<file path="config.mk">
export PLATFORM = sky130hd
export DESIGN_NAME = load_store_unit
export DESIGN_NICKNAME = d
export VERILOG_FILES = /design/src/rtl/load_store_unit_pkg.sv /design/src/rtl/lsu_align.sv /design/src/rtl/load_store_unit.sv
export SDC_FILE = /design/constraint.sdc
export NUM_CORES = 1
export LEC_CHECK = 0
export CAP_MARGIN = 5
export CORE_MARGIN = 10
export CORE_UTILIZATION = 35
export DETAILED_ROUTE_END_ITERATION = 10
export GPL_ROUTABILITY_DRIVEN = 0
export SYNTH_ARGS = -nofsm -noshare
export SYNTH_HDL_FRONTEND = slang
export SYNTH_SLANG_ARGS = --single-unit
</file>
<file path="constraint.sdc">
create_clock -name clk -period 7.8 [get_ports clk]
set_input_delay 1.17 -clock clk [delete_from_list [all_inputs] [get_ports clk]]
set_output_delay 1.17 -clock clk [all_outputs]
set_load 0.05 [all_outputs]
</file>
<file path="src/rtl/load_store_unit_pkg.sv">
// Shared definitions for the load/store unit.
// Holds the RV32 load/store width encodings, the sequencing FSM state type,
// the address/data widths, and helpers that decode func3 into an access
// size and a legality flag.
package load_store_unit_pkg;

  localparam int AddrWidth = 32;
  localparam int DataWidth = 32;

  localparam logic [2:0] F3_B  = 3'd0;
  localparam logic [2:0] F3_H  = 3'd1;
  localparam logic [2:0] F3_W  = 3'd2;
  localparam logic [2:0] F3_BU = 3'd4;
  localparam logic [2:0] F3_HU = 3'd5;

  typedef enum logic [1:0] {
    IDLE = 2'd0,
    ACC0 = 2'd1,
    ACC1 = 2'd2,
    DONE = 2'd3
  } state_t;

  // Unshifted byte mask for the access size; zero for codes with no size.
  function automatic logic [3:0] size_mask(input logic [2:0] f3);
    case (f3)
      F3_B, F3_BU: size_mask = 4'b0001;
      F3_H, F3_HU: size_mask = 4'b0011;
      F3_W:        size_mask = 4'b1111;
      default:     size_mask = 4'b0000;
    endcase
  endfunction

  // Unsigned widths only make sense for loads.
  function automatic logic func3_legal(input logic wr, input logic [2:0] f3);
    case (f3)
      F3_B, F3_H, F3_W: func3_legal = 1'b1;
      F3_BU, F3_HU:     func3_legal = ~wr;
      default:          func3_legal = 1'b0;
    endcase
  endfunction

endpackage

</file>
<file path="src/rtl/lsu_align.sv">
// Combinational lane alignment for the load/store unit.
// Ports:
//   func3   - captured width code
//   offset  - byte offset within the first word (addr[1:0])
//   wdata   - LSB-aligned store data
//   lo, hi  - bus read words of the first and second access
//   mask8   - byte mask across two words; [3:0] first word, [7:4] second
//   wdata64 - store data shifted onto byte lanes across two words
//   ldata   - load result, shifted down, truncated and extended
module lsu_align
  import load_store_unit_pkg::*;
(
  input  logic [2:0]             func3,
  input  logic [1:0]             offset,
  input  logic [DataWidth-1:0]   wdata,
  input  logic [DataWidth-1:0]   lo,
  input  logic [DataWidth-1:0]   hi,
  output logic [7:0]             mask8,
  output logic [2*DataWidth-1:0] wdata64,
  output logic [DataWidth-1:0]   ldata
);

  logic [4:0]           shamt;
  logic [DataWidth-1:0] sh;

  assign shamt   = {offset, 3'b000};
  assign mask8   = {4'b0000, size_mask(func3)} << offset;
  assign wdata64 = {{DataWidth{1'b0}}, wdata} << shamt;
  // For unsplit accesses the wanted bytes all sit in lo, so stale hi
  // contents are discarded by the truncation below.
  assign sh      = DataWidth'({hi, lo} >> shamt);

  always_comb begin
    ldata = '0;
    case (func3)
      F3_B:    ldata = {{(DataWidth-8){sh[7]}}, sh[7:0]};
      F3_H:    ldata = {{(DataWidth-16){sh[15]}}, sh[15:0]};
      F3_W:    ldata = sh;
      F3_BU:   ldata = {{(DataWidth-8){1'b0}}, sh[7:0]};
      F3_HU:   ldata = {{(DataWidth-16){1'b0}}, sh[15:0]};
      default: ldata = '0;
    endcase
  end

endmodule

</file>
<file path="src/rtl/load_store_unit.sv">
// Load/store unit: turns one pipeline load/store request into one or two
// word-aligned bus accesses (split when the access crosses a word boundary)
// and returns an extended load result with a one-cycle rspValid pulse.
// Ports:
//   clk, rst                   - clock, async active-high reset
//   reqValid/reqWrite/func3/addr/wdata - pipeline request
//   stall                      - freeze pipeline while a request is in flight
//   rspValid/rdata/err         - completion pulse, load data, illegal func3
//   memReq/memWe/memAddr/memBe/memWdata - bus request, held until memAck
//   memAck/memRdata            - bus completion and read data
//
// state | meaning
// IDLE  | waiting for reqValid; request captured on entry to ACC0/DONE
// ACC0  | first (or only) word access on the bus
// ACC1  | second word access of a split request
// DONE  | one-cycle response: rspValid, rdata, err
module load_store_unit #(
  parameter int AddrWidth = load_store_unit_pkg::AddrWidth,
  parameter int DataWidth = load_store_unit_pkg::DataWidth
) (
  input  logic                 clk,
  input  logic                 rst,
  input  logic                 reqValid,
  input  logic                 reqWrite,
  input  logic [2:0]           func3,
  input  logic [AddrWidth-1:0] addr,
  input  logic [DataWidth-1:0] wdata,
  output logic                 stall,
  output logic                 rspValid,
  output logic [DataWidth-1:0] rdata,
  output logic                 err,
  output logic                 memReq,
  output logic                 memWe,
  output logic [AddrWidth-1:0] memAddr,
  output logic [3:0]           memBe,
  output logic [DataWidth-1:0] memWdata,
  input  logic                 memAck,
  input  logic [DataWidth-1:0] memRdata
);
  import load_store_unit_pkg::*;

  state_t                 state, state_nxt;
  logic                   q_write, q_err;
  logic [2:0]             q_func3;
  logic [AddrWidth-1:0]   q_addr;
  logic [DataWidth-1:0]   q_wdata, q_lo, q_hi;
  logic [7:0]             mask8;
  logic [2*DataWidth-1:0] wdata64;
  logic [DataWidth-1:0]   ldata;
  logic [AddrWidth-1:0]   word_addr;
  logic                   split;

  lsu_align u_align (
    .func3  (q_func3),
    .offset (q_addr[1:0]),
    .wdata  (q_wdata),
    .lo     (q_lo),
    .hi     (q_hi),
    .mask8  (mask8),
    .wdata64(wdata64),
    .ldata  (ldata)
  );

  assign word_addr = {q_addr[AddrWidth-1:2], 2'b00};
  assign split     = |mask8[7:4];

  always_ff @(posedge clk or posedge rst) begin
    if (rst) state <= IDLE;
    else     state <= state_nxt;
  end

  always_ff @(posedge clk or posedge rst) begin
    if (rst) begin
      q_write <= 1'b0;
      q_err   <= 1'b0;
      q_func3 <= '0;
      q_addr  <= '0;
      q_wdata <= '0;
      q_lo    <= '0;
      q_hi    <= '0;
    end else begin
      if (state == IDLE && reqValid) begin
        q_write <= reqWrite;
        q_err   <= ~func3_legal(reqWrite, func3);
        q_func3 <= func3;
        q_addr  <= addr;
        q_wdata <= wdata;
      end
      if (state == ACC0 && memAck) q_lo <= memRdata;
      if (state == ACC1 && memAck) q_hi <= memRdata;
    end
  end

  always_comb begin
    state_nxt = state;
    stall     = 1'b0;
    rspValid  = 1'b0;
    rdata     = '0;
    err       = 1'b0;
    memReq    = 1'b0;
    memWe     = 1'b0;
    memAddr   = '0;
    memBe     = 4'b0000;
    memWdata  = '0;
    case (state)
      IDLE: begin
        if (reqValid) begin
          stall     = 1'b1;
          state_nxt = func3_legal(reqWrite, func3) ? ACC0 : DONE;
        end
      end
      ACC0: begin
        stall    = 1'b1;
        memReq   = 1'b1;
        memWe    = q_write;
        memAddr  = word_addr;
        memBe    = mask8[3:0];
        memWdata = wdata64[DataWidth-1:0];
        if (memAck) state_nxt = split ? ACC1 : DONE;
      end
      ACC1: begin
        stall    = 1'b1;
        memReq   = 1'b1;
        memWe    = q_write;
        memAddr  = word_addr + AddrWidth'(4);
        memBe    = mask8[7:4];
        memWdata = wdata64[2*DataWidth-1:DataWidth];
        if (memAck) state_nxt = DONE;
      end
      DONE: begin
        rspValid  = 1'b1;
        err       = q_err;
        rdata     = (q_write || q_err) ? '0 : ldata;
        state_nxt = IDLE;
      end
      default: state_nxt = IDLE;
    endcase
  end

endmodule

</file>
After elaboration in Yosys (flattened, before gate mapping)
Cells that the tools add are included.
Widths: inputs -> output; s select.
- word-level logic and storage cells: 65
- register bits after elaboration: 135
- output and inout bits: 105
- muxes and demuxes: 23
- reduce and logical (&&, ||, !) cells: 14
- bitwise logic cells: 2
- add/subtract/negate cells: 1
- equal/unequal tests: 14
- shift operators: 3
- operator list (operator ; count):
    $pmux 32 s5 ; 1
    $pmux 32 s2 ; 2
    $mux 32 ; 2
    $shl 32x5->64 ; 1
    $shr 64x5->32 ; 1
    $add 32x3->32 const B ; 1
    $eq 3x3->1 const B ; 4
    $pmux 4 s3 ; 1
    $mux 1 ; 9
    $mux 2 ; 4
    $pmux 2 s4 ; 1
    $pmux 4 s2 ; 1
    $reduce_or 2->1 ; 4
    $shl 4x2->8 ; 1
    $eq 3x1->1 const B ; 2
    $eq 3x2->1 const B ; 2
    $logic_not 3->1 ; 2
    $ne 2x2->1 const B ; 3
    $eq 2x2->1 const B ; 2
    $pmux 1 s2 ; 2
    $reduce_or 4->1 ; 1
    $logic_and 1x1->1 ; 3
    $reduce_and 3->1 ; 1
    $reduce_or 3->1 ; 1
    4 further kinds ; 5

Longest topological paths before layout
- depth in word-level cells: 8
- mapped depth: 9
- gate-level depth less buffers: 6

By module
A second synthesis with hierarchy kept.
- cell total of the unflattened synthesis: 876
- area total of the unflattened synthesis: 9043.7 sq um
- modules (own cells, without submodules) (module ; instances ; area each (sq um) ; cells each):
    load_store_unit ; 1 ; 7013.0 ; 614
    lsu_align ; 1 ; 2030.7 ; 262

Worst setup path after synthesis
OpenSTA, ideal clock, no wires.
- path type: reg-to-output
- from: reg state[0]
- to: out memAddr[21]
- setup slack: 3069 ps
- data arrival time: 3561 ps
- data required time: 6630 ps
- stages on the path, launching flop included: 8
- cell sequence: dfrtp_1 inv_1 ha_1 clkbuf_1 nand2_1 clkbuf_1 clkbuf_1 o41ai_1
- cells in the longest elaborated chain, start to end: 2
- ends and longest elaborated chain (what ; RTL line ; text):
    start: declaration ; load_store_unit.sv:42 ; state_t state, state_nxt;
    start signal: assignment ; load_store_unit.sv:69 ; else state <= state_nxt;
    $eq 2x2->1 or $eq 2x1->1 (tied branches) ; load_store_unit.sv:105 ; case (state)
    $pmux 32 s2 (*) ; load_store_unit.sv:105 ;
    end: declaration ; load_store_unit.sv:34 ; output logic [AddrWidth-1:0] memAddr,
Mark *: on every way between the ends. The rest lies on a longest branch, timed or not.

Worst setup path in the final report
- from: reg q_addr[1]
- to: out rdata[15]
- cells in the longest elaborated chain, start to end: 4
- ends and longest elaborated chain (what ; RTL line ; text):
    start: declaration ; load_store_unit.sv:45 ; logic [AddrWidth-1:0] q_addr;
    start signal: assignment ; load_store_unit.sv:86 ; q_addr <= addr;
    $shr 64x5->32 ; lsu_align.sv:31 ; assign sh = DataWidth'({hi, lo} >> shamt);
    $pmux 32 s5 ; lsu_align.sv:35 ; case (func3)
    $mux 32 ; load_store_unit.sv:133 ; rdata = (q_write || q_err) ? '0 : ldata;
    $mux 32 ; load_store_unit.sv:105 ;
    end: declaration ; load_store_unit.sv:30 ; output logic [DataWidth-1:0] rdata,
No other way between the ends.

==> results.json <==
{
  "io_pins": 209,
  "post_synth_fa_ha_maj_area_fraction": 0.00924,
  "stdcell_count": 1215,
  "cts.sinks": 127,
  "power.leakage_nw": 4.35,
  "cts_resized": 0,
  "cts_hold_buf": 0,
  "min_path_cells": 1,
  "synth_edf_count": 0,
  "synth_warnings": 0,
  "period_share": 0.688,
  "slew_viol_final": 0,
  "synth-compound-area-share": 0.126,
  "ys_seq_area_frac": 0.391,
  "nNetsFinal": 1027,
  "synthXorXnorAreaFrac": 0,
  "fp.dieW_microns": 172,
  "final.setup_skew_ns": 0.0139,
  "outcome": "finished, final reports clean",
  "cts.path.max_buffers": 2,
  "final_hold_viol_count": 0,
  "cp_data_arrival_time_ns": 4.19,
  "hold_class": "reg2reg",
  "wl_microns": 25700,
  "dr.pass1.iters": 5,
  "diodes": 0,
  "die_h_microns": 172,
  "hold_slack_ns": 0.507,
  "syn_to_final_growth_pct": 34.7,
  "synth_top_family_by_area": "multiplexers",
  "maxSlewHeadroom": 0.408,
  "rsz0062_at_grt": "no",
  "cts_buffers": 17,
  "cp_slowest_cell": "clkdlybuf4s50_1",
  "start_util": 0.358,
  "power.density_mw_per_mm2": 488,
  "cp-start-kind": "flip-flop",
  "cp-end-kind": "primary output",
  "path_cells": "buf_4 -> clkinv_1 -> mux2i_1 -> or4_1 -> a21oi_1 -> clkdlybuf4s50_1",
  "grt_max_degree": 65,
  "synth_ff_type": "dfrtp_1",
  "final_cell_mix": "206 x clkdlybuf4s50_1, 128 x mux2_2, 125 x dfrtp_1",
  "antenna_found_initial": 1,
  "critical_path.max_stage_delay_ns": 0.85,
  "cts_htree_levels": 4,
  "seq_area_sq_mm": 0.00318,
  "overflow": 0,
  "drive_gt1_frac": 0.237,
  "route.detailed.drc": 0,
  "synth_mux_area_frac": 0.299,
  "postSynthCellCount": 745,
  "grt_usage": 0.173,
  "worst_pin_slew_ns": 0.888,
  "cts.root.buffer_cell": "clkbuf_16",
  "min_period_ns": 5.36,
  "route.vias.total": 6788,
  "multi_input_area_sq_mm": 0.00458,
  "synth.avg_cell_area_sq_um": 10.9,
  "fillerInstances": 2124,
  "core_area_sq_mm": 0.0227,
  "reg2regPathDepth": 5,
  "grt_first_pass_wirelength_microns": 40000,
  "peakVddDrop_v": 0.000185,
  "clk_pin_slew_ns": 0.07,
  "yosys.area.top_type_share": 0.391,
  "viasPerCell": 5.59,
  "wl_per_cell_microns": 21.1,
  "placed_cells": 1183,
  "grt_pass1_vias": 6802,
  "port_buffers": 206,
  "die_area_sq_mm": 0.0297,
  "drtIter0Drc": 560,
  "async_flop_share": 1.00,
  "fmax_mhz": 186,
  "final_common_cell": "clkdlybuf4s50_1",
  "synth-simple-area-share": 0.128,
  "ant_nets": 0,
  "syn_area_sq_mm": 0.00813,
  "synth_top_area_cell": "dfrtp_1",
  "setup_violations": 0,
  "critical_path_class": "reg2out",
  "ys_types": 58,
  "num_rows": 55,
  "cts_tree": "done",
  "cts_setup_buffers": 0,
  "crit_fanout": 48,
  "cap_violations": 0,
  "fin_setup_tns_ns": 0,
  "hpwl_microns": 18400,
  "synth_area_leaders": "dfrtp_1 39%, mux2_2 18%, mux4_2 8.6%",
  "synth-seq-cells": 127,
  "required_ns": 6.63,
  "finish.utilization": 0.482,
  "clock_latency_ns": 0.43
}
==> final cells by class <==
class                   instances  share of cell area
clock inverters                15              0.0167
multi-input cells             534               0.418
repair buffers                216               0.195
well taps                     285              0.0326
flip-flops and latches        127               0.291
clock buffers                  17              0.0389
inverters                      21             0.00743
==> layer usage <==
metal	part of all wire	wire length, microns	vias to the layer above	global-route usage
li1	-	-	3147	-
met1	0.43	11200	3389	0.226
met2	0.48	12300	233	0.277
met3	0.076	1960	19	0.0488
met4	0.010	263	0	0.0439
met5	0	0	-	0
==> where the power goes <==
group          total [W]  switching [W]  internal, W  leakage, nW
sequential       0.00141       0.000405      0.00100         1.50
combinational    0.00311        0.00176      0.00136         2.55
clock           0.000821       0.000358     0.000463        0.301
total            0.00534        0.00252      0.00282         4.35
==> stage by stage <==
stage          worst slack [ns]  total power (W)  instance area [sq um]
2_1_floorplan              3.07          0.00365                   8130
3_3_place_gp               2.88          0.00450                  10300
3_5_place_dp               2.86          0.00454                  10300
4_1_cts                    2.37          0.00539                  10900
5_1_grt                    2.22          0.00569                  10900
6_report                   2.44          0.00534                  10900
==> registers in the layout, summed over array words and instances (netlist names) <==
register  flops
q_hi         24
state         2
q_wdata      32
q_addr       32
q_write       1
q_lo         32
q_func3       3
q_err         1
==> final timing paths <==
kind / start / end / slack (ns)
worst max-delay path: q_addr[1]$_DFFE_PP0P_ / rdata[15] / 2.44
worst min-delay path: q_hi[17]$_DFFE_PP0P_ / q_hi[17]$_DFFE_PP0P_ / 0.51
worst max register to register: state[1]$_DFFE_PP0P_ / q_wdata[30]$_DFFE_PP0P_ / 5.59
worst min register to register: q_hi[17]$_DFFE_PP0P_ / q_hi[17]$_DFFE_PP0P_ / 0.51
max in group asynchronous: rst / q_lo[17]$_DFFE_PP0P_ / 5.53
min in group asynchronous: rst / q_addr[20]$_DFFE_PP0P_ / 1.20
==> worst max-delay path: cells and delay by family, from the launching register on <==
family | cells | cell delay, ns
AOI/OAI and AO/OA | 1 | 0.23
buffers and inverters | 3 | 2.03
DFF | 1 | 0.55
muxes | 1 | 0.26
and+or+nand+nor | 1 | 0.67
==> logic make-up after synthesis <==
logic type	count (synthesis)
compound gates	154
fa+ha+maj	6
buf+inv	85
flops	127
mux	188
other cells	1
simple gates	184
==> synth_stat cells (18+ instances only) <==
library cell	number
nand2_1	48
inv_1	20
nor2b_1	27
a31oi_1	18
clkbuf_1	31
and2_1	19
mux4_2	31
nand3_1	20
o21ai_0	40
mux2i_1	29
mux2_2	128
dfrtp_1	127
Power figures use the tool's default switching activity.
